$ cat config.mk
export PLATFORM = sky130hd
export DESIGN_NAME = pipeline_ctrl
export DESIGN_NICKNAME = d
export VERILOG_FILES = /design/src/rtl/pipeline_ctrl.sv
export SDC_FILE = /design/constraint.sdc
export NUM_CORES = 1
export LEC_CHECK = 0
export ABC_AREA = 1
export CAP_MARGIN = 20
export CORE_UTILIZATION = 49
export CTS_CLUSTER_DIAMETER = 60
export DETAILED_ROUTE_END_ITERATION = 8
export HOLD_SLACK_MARGIN = 0.06
export PLACE_DENSITY = 0.74
export SYNTH_ARGS = -nofsm -noshare
export SYNTH_HDL_FRONTEND = slang
export SYNTH_SLANG_ARGS = --single-unit
$ cat constraint.sdc
create_clock -name i_clk -period 2.09 [get_ports i_clk]
set_input_delay 0.3135 -clock i_clk [delete_from_list [all_inputs] [get_ports i_clk]]
set_output_delay 0.3135 -clock i_clk [all_outputs]
set_load 0.02 [all_outputs]
$ cat src/rtl/pipeline_ctrl.sv
// pipeline_ctrl: stall/flush sequencer for the 5-stage RV32I pipeline.
// It combines the hazard-unit stall, EX redirects, data-memory waits, fetch
// readiness and halt/resume into per-stage enables and flushes. It also runs a
// memory-timeout watchdog and keeps saturating performance counters.
//
// Ports:
//   i_clk, i_reset      clock, synchronous active-high reset
//   i_hz_stall          load-use / WB stall from hazard_unit
//   i_br_redirect       EX-stage taken branch or jump
//   i_dmem_req/ack      MEM-stage access pending / completing
//   i_imem_ready        fetched instruction valid
//   i_halt, i_resume    ebreak in WB / leave-halt pulse
//   o_pc_en, o_*_en     PC and pipeline register enables
//   o_*_flush           load a bubble (overrides the matching enable)
//   o_halted, o_fault   FSM status
//   o_stall_cycles      saturating count of PC-stalled RUN/MEM_WAIT cycles
//   o_redirects         saturating count of applied redirects
//
// state    | meaning
// ---------+-----------------------------------------------------------
// RUN      | normal issue; hazards resolved combinationally
// MEM_WAIT | data memory access outstanding, pipeline frozen
// HALT     | ebreak retired, waiting for i_resume
// FAULT    | memory access timed out, only i_reset leaves

module pipeline_ctrl #(
    parameter int MEM_TIMEOUT = 255,
    parameter int CNT_W       = 16
) (
    input  logic             i_clk,
    input  logic             i_reset,
    input  logic             i_hz_stall,
    input  logic             i_br_redirect,
    input  logic             i_dmem_req,
    input  logic             i_dmem_ack,
    input  logic             i_imem_ready,
    input  logic             i_halt,
    input  logic             i_resume,
    output logic             o_pc_en,
    output logic             o_IF_ID_en,
    output logic             o_ID_EX_en,
    output logic             o_EX_MEM_en,
    output logic             o_MEM_WB_en,
    output logic             o_IF_ID_flush,
    output logic             o_ID_EX_flush,
    output logic             o_MEM_WB_flush,
    output logic             o_halted,
    output logic             o_fault,
    output logic [CNT_W-1:0] o_stall_cycles,
    output logic [CNT_W-1:0] o_redirects
);

    typedef enum logic [1:0] {
        S_RUN,
        S_MEM_WAIT,
        S_HALT,
        S_FAULT
    } state_t;

    localparam logic [15:0]      TIMEOUT = 16'(MEM_TIMEOUT);
    localparam logic [CNT_W-1:0] CNT_MAX = '1;

    state_t           state_q, state_d;
    logic [15:0]      wait_q, wait_d;
    logic [CNT_W-1:0] stall_q, stall_d;
    logic [CNT_W-1:0] redir_q, redir_d;

    logic run_eval;
    logic mem_busy;
    logic redir_applied;

    always_comb begin
        state_d        = state_q;
        wait_d         = wait_q;
        stall_d        = stall_q;
        redir_d        = redir_q;
        run_eval       = 1'b0;
        mem_busy       = 1'b0;
        redir_applied  = 1'b0;
        o_pc_en        = 1'b0;
        o_IF_ID_en     = 1'b0;
        o_ID_EX_en     = 1'b0;
        o_EX_MEM_en    = 1'b0;
        o_MEM_WB_en    = 1'b0;
        o_IF_ID_flush  = 1'b0;
        o_ID_EX_flush  = 1'b0;
        o_MEM_WB_flush = 1'b0;
        o_halted       = 1'b0;
        o_fault        = 1'b0;

        case (state_q)
            S_RUN: begin
                run_eval = 1'b1;
                mem_busy = i_dmem_req & ~i_dmem_ack;
            end
            S_MEM_WAIT: begin
                if (i_dmem_ack) begin
                    // Completing cycle behaves like a normal RUN cycle.
                    run_eval = 1'b1;
                end else begin
                    o_MEM_WB_en    = 1'b1;
                    o_MEM_WB_flush = 1'b1;
                    if (wait_q == TIMEOUT) begin
                        state_d = S_FAULT;
                    end else begin
                        wait_d = wait_q + 16'd1;
                    end
                end
            end
            S_HALT: begin
                o_halted = 1'b1;
                if (i_resume) begin
                    state_d = S_RUN;
                end
            end
            default: begin
                o_fault = 1'b1;
            end
        endcase

        if (run_eval) begin
            if (mem_busy) begin
                // EX stays frozen, so any redirect/stall is re-presented later.
                o_MEM_WB_en    = 1'b1;
                o_MEM_WB_flush = 1'b1;
                state_d        = S_MEM_WAIT;
                wait_d         = 16'd1;
            end else if (i_halt) begin
                // Bubble behind the ebreak so it retires exactly once.
                o_MEM_WB_flush = 1'b1;
                state_d        = S_HALT;
            end else begin
                o_pc_en     = 1'b1;
                o_IF_ID_en  = 1'b1;
                o_ID_EX_en  = 1'b1;
                o_EX_MEM_en = 1'b1;
                o_MEM_WB_en = 1'b1;
                state_d     = S_RUN;
                if (i_br_redirect) begin
                    // The stalled instruction is squashed, so the stall is moot.
                    o_IF_ID_flush = 1'b1;
                    o_ID_EX_flush = 1'b1;
                    redir_applied = 1'b1;
                end else if (i_hz_stall) begin
                    o_pc_en       = 1'b0;
                    o_IF_ID_en    = 1'b0;
                    o_ID_EX_flush = 1'b1;
                end else if (!i_imem_ready) begin
                    o_pc_en       = 1'b0;
                    o_IF_ID_flush = 1'b1;
                end
            end
        end

        if ((state_q == S_RUN || state_q == S_MEM_WAIT) && !o_pc_en && stall_q != CNT_MAX) begin
            stall_d = stall_q + 1'b1;
        end
        if (redir_applied && redir_q != CNT_MAX) begin
            redir_d = redir_q + 1'b1;
        end

        if (i_reset) begin
            o_pc_en        = 1'b0;
            o_IF_ID_en     = 1'b0;
            o_ID_EX_en     = 1'b0;
            o_EX_MEM_en    = 1'b0;
            o_MEM_WB_en    = 1'b0;
            o_IF_ID_flush  = 1'b1;
            o_ID_EX_flush  = 1'b1;
            o_MEM_WB_flush = 1'b1;
            o_halted       = 1'b0;
            o_fault        = 1'b0;
        end
    end

    always_ff @(posedge i_clk) begin
        if (i_reset) begin
            state_q <= S_RUN;
            wait_q  <= '0;
            stall_q <= '0;
            redir_q <= '0;
        end else begin
            state_q <= state_d;
            wait_q  <= wait_d;
            stall_q <= stall_d;
            redir_q <= redir_d;
        end
    end

    assign o_stall_cycles = stall_q;
    assign o_redirects    = redir_q;

endmodule

==> impl_metrics.env, run 1 <==
export IMPL_run_status="complete, no violations"
export IMPL_holdCritStartpoint="wait_q[7]"
export IMPL_crit_path_start_kind="primary input"
export IMPL_fillers=556
export IMPL_clock_latency_ps=310
export IMPL_netlist_area_um2=2975
export IMPL_antenna_found_initial=0
export IMPL_die_h_um=79.93
export IMPL_rows=28
export IMPL_totalWireLength_um=7434
export IMPL_whs_ps=484.1
export IMPL_synthTopCellsByCount="134 x nand2_1, 51 x nor2_1, 50 x dfxtp_1, 46 x inv_1, 34 x a21oi_1"
export IMPL_grt_max_degree=29
export IMPL_fin_util_pct=63.95
export IMPL_crit_path_max_fanout=6
export IMPL_io_pin_count=51
export IMPL_crit_top_cell="clkdlybuf4s50_1"
export IMPL_path_clk_slew_ps=90
export IMPL_place_gp_congestion=0.8583
export IMPL_start_util_pct=50.55
export IMPL_routed_via_density=5.042
export IMPL_firstDrtPassIters=4
export IMPL_path_delay_family="buffers and inverters"
export IMPL_min_period_over_period_pct=97.45
export IMPL_hold_viol_final=0
export IMPL_ys_ff_latch=50
export IMPL_hpwlAfterDp_um=5498
export IMPL_drv_slew=0
export IMPL_seq_area_frac_synth_pct=33.64
export IMPL_htree_levels=2
export IMPL_yosysMostFrequentCell="nand2_1"
export IMPL_nets=537
export IMPL_total_power_uw=1915
export IMPL_finalClockSkew_ps=9.324
export IMPL_cap_viol_max_count=0
export IMPL_clkSinkCount=50
export IMPL_ir_drop_v=0.0002872
export IMPL_drive_above_1_share_pct=12.36
export IMPL_synthArstFlopShare_pct=0
export IMPL_synth_top_area_share_pct=33.64
export IMPL_tightest_slew_ps=436.7
export IMPL_post_route_cell_area_um2=3764
export IMPL_r2r_start="o_stall_cycles[0]"
export IMPL_wl_per_cell_um=12.37
export IMPL_p_leak_uw=0.001431
export IMPL_ys_flop_type="dfxtp_1"
export IMPL_dieArea_um2=6388
export IMPL_cp_data_arrival_time_ps=1720
export IMPL_grt_pass1_wl_um=12370
export IMPL_power_density_nw_per_um2=508.9
export IMPL_dpl_instance_area_um2=3682
export IMPL_drc=0
export IMPL_coreArea_um2=5886
export IMPL_critPathSlowestCell="clkdlybuf4s50_1"
export IMPL_area_growth_pct=26.49
export IMPL_drt_initial_drc_count=156
export IMPL_dieWidth_um=79.93
export IMPL_cp_end_kind="primary output"
export IMPL_hp_class="reg2reg"
export IMPL_port_buffer_count=50
export IMPL_crit_path_max_incr_delay_ps=630
export IMPL_via_count=3030
export IMPL_ys_types=33
export IMPL_numCtsBuffers=5
export IMPL_grt_pass1_vias=2726
export IMPL_cts_hold_buffers=0
export IMPL_ys_top_cells_by_area="dfxtp_1 34%, nand2_1 17%, nor2_1 6.4%"
export IMPL_syn_inst=452
export IMPL_required_ps=1780
export IMPL_synth_edff_count=0
export IMPL_grt_usage_pct=24.61
export IMPL_clockBufferDepth=2
export IMPL_critPathKind="in2out"
export IMPL_yosysWarnings=0
export IMPL_worstSetupStartpoint="i_reset"
export IMPL_cts_tree="done"
export IMPL_synth_nets=464
export IMPL_avgSynthCellArea_um2=6.583
export IMPL_cts_root_buffer="clkbuf_8"
export IMPL_min_period_ps=2037
export IMPL_worst_path_buf_inv=3
export IMPL_fmax_ghz=0.4910
export IMPL_grt_overflow_total=0
export IMPL_setup_viol=0
export IMPL_antenna_cells=0
export IMPL_yosysTopAreaCell="dfxtp_1"
export IMPL_antenna_left=0
export IMPL_max_slew_margin_pct=70.66
export IMPL_rsz0062_at_grt="no"
export IMPL_cp_cell_sequence="clkdlybuf4s50_1, inv_2, nand2_1, nor2_1, clkdlybuf4s50_1"
==> worst reg2reg max path, cell delays in order (launching register included) <==
cell and delay, ps:
dfxtp_1 460, ha_1 230, nand2_1 60, inv_1 100, nand2_2 80, nor2_2 170
nand3b_2 150, nand3_2 160, buf_4 180, nand2_1 60, a21oi_1 150
==> metrics by stage <==
step | TNS (ps) | std cells | setup WS, ps
after floorplan | 0 | 452 | 194.1
after global placement | -2453 | 592 | -422.6
after detailed placement | -2685 | 592 | -463.6
after CTS | -1.851 | 601 | -1.851
after global routing | 0 | 601 | 13.48
final | 0 | 601 | 53.28
==> state kept, by name (all words and copies together) (netlist names) <==
name,count
o_redirects,16
o_stall_cycles,16
wait_q,16
state_q,2
==> power by group <==
group	internal [µW]	switching [µW]
Sequential	969	22.5
Clock	267	341
Combinational	129	186
Total	1370	550
==> layer usage <==
layer	vias up	global-route usage [%]	part of all wire [%]
met1	1378	32.29	46
met3	4	4.114	3.5
met2	53	41.54	50
met4	0	6.429	0.51
li1	1595	-	-
met5	-	0	0
==> worst paths after layout <==
path	end	slack, ps	cells after the start
worst max-delay path	o_halted	50	5
worst min-delay path	wait_q[7]	480	2
worst max register to register	o_stall_cycles[9]	220	10
worst min register to register	wait_q[7]	480	2
==> layout by cell type (no fill, tap or decap), drive strengths merged, types with 20 or more instances in the layout <==
cell,Yosys,final
nand2,137,137
clkdlybuf4s50,0,41
inv,52,52
a21oi,37,37
nor3,21,21
nor2,56,56
nand3,26,26
dfxtp,50,50
xor2,20,20
buf,5,28
==> kinds of logic after synthesis <==
logic type,synth area share (%)
AND/OR/NAND/NOR,38.98
buffers and inverters,9.125
AO/OA/AOI/OAI,9.630
flip-flops,33.64
XOR/XNOR,7.359
adder cells (fa/ha/maj),1.262
==> area by class of cell <==
| type | instances | area, µm² | area share [%] |
|---|---|---|---|
| Sequential cell | 50 | 1002 | 26.63 |
| Clock inverter | 2 | 12.51 | 0.3324 |
| Clock buffer | 6 | 82.58 | 2.194 |
| Tap cell | 75 | 93.84 | 2.493 |
| Inverter | 53 | 203.9 | 5.419 |
| Multi-Input combinational cell | 340 | 1710 | 45.45 |
| Timing Repair Buffer | 75 | 658.1 | 17.49 |
==> repair_timing <==
| action | 4_1_cts | 5_1_grt |
|---|---|---|
| setup buffers | 1 | 0 |
| setup endpoints to repair | 10 | 7 |
| gates cloned | 0 | 0 |
| resized for setup | 27 | 6 |
| pin swaps | 1 | 1 |
(Power assumes the default switching activity.)
==> inputs of run 2 (changes only) <==
Settings changed: SETUP_SLACK_MARGIN set to 0.3.
Clock period 2.09 ns to 2.1 ns, I/O delays scaled along.
==> run 2 against run 1 <==
Against the previous run: via count rose by 2.6%; sequential share of layout area fell by 1.1 points; total power rose by 1.1%; register-to-register slack improved by 220 ps; clock-buffer cell count did not move; global-route usage rose by 0.53 points; largest cell class unchanged; sequential cell count did not move; combinational power rose by 15%; worst hold slack got worse by 22 ps; cell count rose by 1.2%.
==> impl_metrics.env, run 2 (synthesis results as in run 1) <==
export IMPL_total_power_uw=1937
export IMPL_finalClockSkew_ps=7.560
export IMPL_cts_hold_buffers=0
export IMPL_crit_path_max_fanout=3
export IMPL_grt_pass1_vias=2815
export IMPL_post_route_cell_area_um2=3940
export IMPL_pre_cts_ws_ps=-441.7
export IMPL_htree_levels=2
export IMPL_nets=544
export IMPL_drv_slew=0
export IMPL_combPwrFrac_pct=18.7
export IMPL_drt_initial_drc_count=126
export IMPL_antenna_left=0
export IMPL_rows=28
export IMPL_r2r_end="wait_q[7]"
export IMPL_io_pin_count=51
export IMPL_r2r_start="wait_q[0]"
export IMPL_clkSinkCount=50
export IMPL_power_density_nw_per_um2=491.6
export IMPL_ir_drop_v=0.0003169
export IMPL_cp_cell_sequence="inv_2, buf_6, nand4_4, inv_2, nor2_4, inv_2, o31ai_4, inv_1, buf_6"
export IMPL_coreArea_um2=5886
export IMPL_start_util_pct=50.55
export IMPL_required_ps=1780
export IMPL_crit_end="o_MEM_WB_flush"
export IMPL_hold_viol_final=0
export IMPL_cp_data_arrival_time_ps=1530
export IMPL_wl_per_cell_um=12.73
export IMPL_crit_top_cell="inv_2"
export IMPL_critPathKind="reg2out"
export IMPL_antenna_cells=0
export IMPL_run_status="complete, no violations"
export IMPL_hpwlAfterDp_um=5666
export IMPL_firstDrtPassIters=4
export IMPL_dieWidth_um=79.93
export IMPL_p_switching_uw=577.2
export IMPL_grt_usage_pct=25.14
export IMPL_tightest_slew_ps=424.9
export IMPL_min_period_over_period_pct=87.66
export IMPL_totalWireLength_um=7741
export IMPL_port_buffer_count=50
export IMPL_critPathSlowestCell="dfxtp_2"
export IMPL_grt_pass1_wl_um=12660
export IMPL_pwr_share_seq_pct=51.1
export IMPL_via_count=3108
export IMPL_crit_path_start_kind="flop"
export IMPL_path_clk_slew_ps=100
export IMPL_fin_util_pct=66.94
export IMPL_hp_class="in2reg"
export IMPL_area_growth_pct=32.42
export IMPL_cts_root_buffer="clkbuf_8"
export IMPL_drc=0
export IMPL_rsz0062_at_grt="yes"
export IMPL_setup_viol=0
export IMPL_routed_via_density=5.112
export IMPL_numCtsBuffers=5
export IMPL_crit_path_max_incr_delay_ps=350
export IMPL_power_frac_clock_pct=30.2
export IMPL_clockBufferDepth=2
export IMPL_grt_max_degree=17
export IMPL_min_period_ps=1841
export IMPL_p_sw_share_pct=29.80
export IMPL_reg2reg_slack_ps=440
export IMPL_place_gp_congestion=0.9451
export IMPL_cts_tree="done"
export IMPL_p_leak_uw=0.001536
export IMPL_power_internal_uw=1360
export IMPL_grt_overflow_total=0
export IMPL_dieArea_um2=6388
export IMPL_die_h_um=79.93
export IMPL_reg2regPathDepth=9
export IMPL_drive_above_1_share_pct=17.07
export IMPL_clock_latency_ps=310
export IMPL_worstSetupStartpoint="state_q[0]"
export IMPL_fmax_ghz=0.5432
export IMPL_fin_setup_tns_ps=0
export IMPL_mostFrequentLayoutCells="132 x nand2_1, 47 x nor2_1, 45 x dfxtp_1, 43 x inv_1, 34 x clkdlybuf4s50_1"
export IMPL_dpl_instance_area_um2=3702
export IMPL_antenna_found_initial=0
export IMPL_cap_viol_max_count=0
export IMPL_cp_end_kind="primary output"
export IMPL_max_slew_margin_pct=71.45
export IMPL_setup_slack_ps=259.1
export IMPL_final_common_cell="nand2_1"
[run 2: cell count changes in the layout (fill, tap and decap cells not counted), moves of 2 or more]
cell and delta:
buf_2 -3, buf_4 +6, buf_6 +7, clkdlybuf4s50_1 -7, dfxtp_1 -4, dfxtp_2 +4
dlygate4sd2_1 +2, dlymetal6s2s_1 +3, inv_1 -2, inv_2 +2, nand2_1 -2, nor2_1 -3
nor2_4 +3
[run 2: power groups by stage]
stage	Clock [µW]	Sequential (µW)	Combinational (µW)
floorplan	0	1020	172
global placement	0	1010	326
detailed placement	0	1010	330
CTS	591	987	343
global route	627	992	394
finish	585	989	362
[run 2: area by class of cell]
type | count | area (µm²)
well taps | 75 | 93.84
repair buffers | 81 | 745.7
multi-input cells | 340 | 1792
fillers | 543 | 1946
clock buffers | 6 | 72.57
flip-flops and latches | 50 | 1007
repair inverters | 1 | 7.507
inverters | 53 | 207.7
clock inverters | 2 | 13.76
[run 2: repair_timing]
item	in CTS	in global routing
pin swaps	8	8
cloned	0	1
resized for setup	61	28
endpoints found under the hold margin	0	0
setup endpoints to repair	12	43
buffers inserted	3	3
[run 2: metal layers]
| layer | up-vias | share of wire (%) | track usage, % |
|---|---|---|---|
| li1 | 1613 | - | - |
| met1 | 1416 | 46 | 33.03 |
| met2 | 72 | 49 | 42.31 |
| met3 | 7 | 3.9 | 4.229 |
| met4 | 0 | 1.0 | 6.607 |
| met5 | - | 0 | 0 |
[run 2: through the flow]
step                      cells  hold WS, ps
after floorplan             452        448.1
after global placement      593        467.5
after detailed placement    593        478.4
after CTS                   604        491.6
after global routing        608        482.4
final                       608        462.5
[run 2: worst max-delay path: cells and delay by family (launching register included)]
kind / cells / cell delay [ps]
AOI/OAI and AO/OA: 1 / 170
buffers and inverters: 6 / 500
DFF: 1 / 350
and+or+nand+nor: 2 / 200
[run 2: worst min-delay path by stage]
| stage | depth (start not counted) | slack (ps) | endpoint | from |
|---|---|---|---|---|
| floorplan | 2 | 450 | wait_q[2] | wait_q[2] |
| finish | 4 | 460 | state_q[1] | i_halt |
| global route | 4 | 480 | state_q[1] | i_halt |
| global placement | 2 | 470 | wait_q[7] | wait_q[7] |
| detailed placement | 2 | 480 | wait_q[2] | wait_q[2] |
| CTS | 2 | 490 | wait_q[2] | wait_q[2] |
==> inputs of run 3 (changes only) <==
Settings changed: CTS_CLUSTER_SIZE set to 24.
==> results of run 3 <==
No change in the layout: final DEF, timing and power equal those of run 2.
